[config.mk]
export PLATFORM = sky130hd
export DESIGN_NAME = min_max_pwm_disp
export DESIGN_NICKNAME = d
export VERILOG_FILES = /design/src/rtl/min_max_pkg.sv /design/src/rtl/min_max_peak_hold.sv /design/src/rtl/min_max_pwm_disp.sv
export SDC_FILE = /design/constraint.sdc
export NUM_CORES = 1
export LEC_CHECK = 0
export ABC_AREA = 1
export CORE_MARGIN = 2
export CORE_UTILIZATION = 50
export CTS_CLUSTER_DIAMETER = 30
export DETAILED_ROUTE_END_ITERATION = 10
export MAX_ROUTING_LAYER = met4
export PLACE_DENSITY = 0.82
export SLEW_MARGIN = 10
export SYNTH_ARGS = -nofsm -noshare
export SYNTH_HDL_FRONTEND = slang
export SYNTH_HIERARCHICAL = 1
export SYNTH_SLANG_ARGS = --single-unit
[constraint.sdc]
create_clock -name clk_i -period 4.4 [get_ports clk_i]
set_clock_uncertainty 0.05 [all_clocks]
set_input_delay 0.44 -clock clk_i [delete_from_list [all_inputs] [get_ports clk_i]]
set_output_delay 0.44 -clock clk_i [all_outputs]
set_load 0.005 [all_outputs]
[src/rtl/min_max_pkg.sv]
// rtl/min_max_pkg.sv - shared types and helpers for the min/max PWM LED bar display
package min_max_pkg;

  typedef enum logic [1:0] {
    COM_NORMAL = 2'b00,
    COM_LINEAR = 2'b01,
    COM_OFF    = 2'b10,
    COM_ON     = 2'b11
  } com_t;

  // Display stays dark until the first captured command.
  localparam com_t COM_RESET = COM_OFF;

  // Inclusive range test done in int so that bound+1 never wraps.
  function automatic logic in_range(int idx, int lo, int hi);
    return (idx >= lo) && (idx <= hi);
  endfunction

endpackage

[src/rtl/min_max_peak_hold.sv]
// rtl/min_max_peak_hold.sv - peak register with timed decay toward the current value
module min_max_peak_hold #(
  parameter int VALSIZE     = 4,
  parameter int HOLD_CYCLES = 1000
) (
  input  logic               clk_i,
  input  logic               rst_i,
  input  logic               hold_en_i,
  input  logic [VALSIZE-1:0] val_i,
  output logic [VALSIZE-1:0] peak_o
);

  localparam int CW = (HOLD_CYCLES > 1) ? $clog2(HOLD_CYCLES) : 1;
  localparam logic [CW-1:0] LAST = CW'(HOLD_CYCLES - 1);

  logic [CW-1:0] hold_cnt;

  // A new peak takes priority over an expiring hold timer and restarts it.
  always_ff @(posedge clk_i) begin
    if (rst_i) begin
      peak_o   <= '0;
      hold_cnt <= '0;
    end else if (!hold_en_i) begin
      peak_o   <= val_i;
      hold_cnt <= '0;
    end else if (val_i > peak_o) begin
      peak_o   <= val_i;
      hold_cnt <= '0;
    end else if (hold_cnt == LAST) begin
      hold_cnt <= '0;
      if (peak_o > val_i) peak_o <= peak_o - 1'b1;
    end else begin
      hold_cnt <= hold_cnt + 1'b1;
    end
  end

endmodule

[src/rtl/min_max_pwm_disp.sv]
// rtl/min_max_pwm_disp.sv - registered min/max LED bar with PWM dimming, peak marker and range error
module min_max_pwm_disp
  import min_max_pkg::*;
#(
  parameter int VALSIZE     = 4,
  parameter int PWM_BITS    = 4,
  parameter int HOLD_CYCLES = 1000
) (
  input  logic                    clk_i,
  input  logic                    rst_i,
  input  logic                    valid_i,
  input  logic [1:0]              com_i,
  input  logic [VALSIZE-1:0]      min_i,
  input  logic [VALSIZE-1:0]      max_i,
  input  logic [VALSIZE-1:0]      val_i,
  input  logic [PWM_BITS-1:0]     duty_i,
  input  logic                    hold_en_i,
  output logic [2**VALSIZE-1:0]   leds_o,
  output logic [VALSIZE-1:0]      peak_o,
  output logic                    range_err_o
);

  localparam int NLEDS = 2**VALSIZE;

  typedef logic [VALSIZE-1:0] val_t;
  typedef logic [NLEDS-1:0]   led_t;

  com_t                com_q;
  val_t                min_q, max_q, val_q;
  logic [PWM_BITS-1:0] pwm_cnt;
  led_t                leds_next;
  logic                err_next;
  logic                dim;

  min_max_peak_hold #(
    .VALSIZE    (VALSIZE),
    .HOLD_CYCLES(HOLD_CYCLES)
  ) u_peak (
    .clk_i    (clk_i),
    .rst_i    (rst_i),
    .hold_en_i(hold_en_i),
    .val_i    (val_q),
    .peak_o   (peak_o)
  );

  always_ff @(posedge clk_i) begin
    if (rst_i) begin
      com_q       <= COM_RESET;
      min_q       <= '0;
      max_q       <= '0;
      val_q       <= '0;
      pwm_cnt     <= '0;
      leds_o      <= '0;
      range_err_o <= 1'b0;
    end else begin
      if (valid_i) begin
        com_q <= com_t'(com_i);
        min_q <= min_i;
        max_q <= max_i;
        val_q <= val_i;
      end
      pwm_cnt     <= pwm_cnt + 1'b1;
      leds_o      <= leds_next;
      range_err_o <= err_next;
    end
  end

  // Bar decode: solid from min to value, PWM-dimmed from value+1 to max.
  always_comb begin
    leds_next = '0;
    err_next  = 1'b0;
    dim       = (pwm_cnt < duty_i);
    case (com_q)
      COM_NORMAL: begin
        if (min_q > max_q) begin
          err_next = 1'b1;
        end else if (val_q >= min_q && val_q <= max_q) begin
          for (int i = 0; i < NLEDS; i++) begin
            if (in_range(i, int'(min_q), int'(val_q)))
              leds_next[i] = 1'b1;
            else if (in_range(i, int'(val_q) + 1, int'(max_q)))
              leds_next[i] = dim;
          end
          if (hold_en_i && peak_o >= min_q && peak_o <= max_q)
            leds_next[peak_o] = 1'b1;
        end
      end
      COM_LINEAR: begin
        for (int i = 0; i < NLEDS; i++)
          leds_next[i] = in_range(i, 0, int'(val_q));
        if (hold_en_i) leds_next[peak_o] = 1'b1;
      end
      COM_ON:  leds_next = '1;
      default: leds_next = '0;
    endcase
  end

endmodule

==> metrics.yaml <==
grt_max_degree: 39
final_area_um2: 4550
synth-compound-area-share: 0.126
synth_edf_count: 0
fmaxAchievable_mhz: 410
vias_per_cell: 5.63
peakVddDrop_uv: 230
grt_pass1_wl_mm: 19.2
die_h_um: 93.4
grt_overflow_total: 0
maxCapViolations: 0
placed_area_um2: 4460
wl_per_cell_um: 15.8
multi_input_comb_area_um2: 2600
cp_cell_sequence: "inv_1 > ha_1 > nand2_1 > inv_2 > nand2_1 > nand2_1 > nand2_1 > nand4_1 > nand3_1 > nand2_1 > a21oi_2"
n_antenna_cell: 0
grt_use_total: 0.287
yosys.area.top_type: "dfxtp_1"
syn_area_per_cell_um2: 6.55
clkLatencyLatePin_ps: 310
io_pins: 43
synth_top_family_by_area: "simple AND/OR/NAND/NOR gates"
grt_pass1_vias: 3940
synth-warning-count: 6
ctsResizeCount: 0
path_class: "flop to flop"
finalMaxSlewViolations: 0
min_period_ps: 2440
cpPeakStageDelay_ps: 540
core_area_um2: 7730
htreeDepth: 2
finalSetupTns_ps: 0
mostFrequentLayoutCells: "nand2_1 (145), nor2_1 (72), inv_1 (67)"
initialDrtViolationCount: 383
setup_viol: 0
finalCritPeriodShare: 0.555
fin_ws_ps: 1960
pre_cts_ws_ps: 1950
ys_types: 40
synth_area_leaders: "dfxtp_1 (25%), nand2_1 (14%), ha_1 (11%), nand3_1 (6.9%), nor2_1 (6.8%)"
clockBufferDepth: 2
netlist_instances: 610
min_path_type: "flop to flop"
power_leakage_nw: 2.04
die_w_um: 93.4
synth_fa_ha_area_frac: 0.113
root_buffer: "clkbuf_8"
cts.sinks: 49
netlist.area_leader.share: 0.246
nets: 701
grt_setup_unrepaired: "false"
path_buf_inv: 2
drive_above_1_share: 0.107
fillers: 769
yosys.area_share.simple: 0.397
gp_congestion: 0.998
synth_area_um2: 4000
cp.required_ps: 4600
ys_seq_area_frac: 0.246
crit_top_cell: "nand2_1"
synth-xor-area-share: 0.0150
antenna_left: 0
first_pass_iters: 6
areaGrowthSynthToFinish_pct: 13.9
cts_tree: "done"
synth_mux_area_frac: 0
startpoint_type: "flop"
hold_violations: 0
antenna_found_initial: 0
cts_setup_buffers: 0
endpoint_kind: "flop"
ys_seq_elements: 49
drc: 0
ys_async_sr_fraction: 0
tightest_slew_ps: 970
synth_flop_cell: "dfxtp_1"
synth.net_count: 668
crit_fanout: 16
path_clk_slew_ps: 90
slew_headroom: 0.352
vias: 4197
initial_core_util: 0.517
std_cell_rows: 32
outcome: "finished, final reports clean"
die_area_um2: 8720
power_density_nw_per_um2: 326
place_hpwl_mm: 9.10
port_buffers: 42
finalWirelength_mm: 11.8
slowest_stage: "dfxtp_1"
regArea_um2: 981
ctsHoldBuffers: 0
critical-path-top-delay-family: "simple AND/OR/NAND/NOR gates"
final_common_cell: "nand2_1"
arrival_ps: 2640
cts_inserted_buffers: 5
[cells in the mapped netlist (5+ instances only)]
cell type  number
nand2_4         5
nand3_2         6
a211oi_1       13
nand4_1        22
dfxtp_1        49
nand2_2        11
a21oi_2         9
clkbuf_1        9
ha_1           36
inv_2          13
nor2_1         72
inv_1          67
nor3_1          6
nand3_1        55
nand2_1       145
o21ai_0        20
a21oi_1        26
[layout make-up]
type	instances	share of cell area
clock inverter	3	0.00385
inverter	84	0.0699
multi-input combinational	459	0.572
timing repair buffer	44	0.0957
tap	102	0.0281
sequential	49	0.216
clock buffer	5	0.0151
[flip-flops by register name, indices dropped and copies added (netlist names)]
register         count
range_err_o          1
u_peak/hold_cnt     10
pwm_cnt              4
val_q                4
min_q                4
com_q                2
leds_o              16
max_q                4
u_peak/peak_o        4
[worst min-delay path: stages (launching register included)]
cell     delay, ps
dfxtp_1        320
nand2_1         60
a21oi_1         50
[power breakdown]
part           total [mW]  internal [mW]  leakage [nW]  switching [mW]
registers           0.551          0.477         0.402          0.0734
logic               0.661          0.235          1.59           0.426
clock network       0.269          0.110        0.0439           0.159
total                1.48          0.822          2.04           0.659
[cells by family (layout without fill, tap and decap cells)]
| kind of cell | count (synthesis) | in the layout |
|---|---|---|
| flip-flops | 49 | 49 |
| adder cells (fa/ha/maj) | 36 | 36 |
| XOR/XNOR | 6 | 6 |
| AND/OR/NAND/NOR | 337 | 337 |
| buffers and inverters | 102 | 136 |
| AO/OA/AOI/OAI | 80 | 80 |
[routing by layer]
layer  global-route usage  vias to the layer above  wire length [µm]
met2                0.462                      162              5430
met3               0.0500                       36               764
met5                    -                        -                 0
li1                     -                     2069                 -
met1                0.363                     1930              5200
met4                0.100                        0               399
[per-stage QoR]
stage                     power (mW)  std cells  hold slack [ps]  utilization
after detailed placement        1.21        738              407        0.578
final                           1.48        746              420        0.589
after CTS                       1.48        746              421        0.589
after global routing            1.60        746              446        0.589
after global placement          1.19        738              388        0.578
after floorplan                 1.01        610              379            -
[path summary, 6_finish.rpt]
check	slack (ps)	depth (start not counted)	startpoint	end
max	1960	11	max_q[3]	leds_o[8]
min	420	2	u_peak/hold_cnt[9]	u_peak/hold_cnt[9]
max reg2reg	1960	11	max_q[3]	leds_o[8]
min reg2reg	420	2	u_peak/hold_cnt[9]	u_peak/hold_cnt[9]
Note: power is estimated with default switching activity, not from simulation.
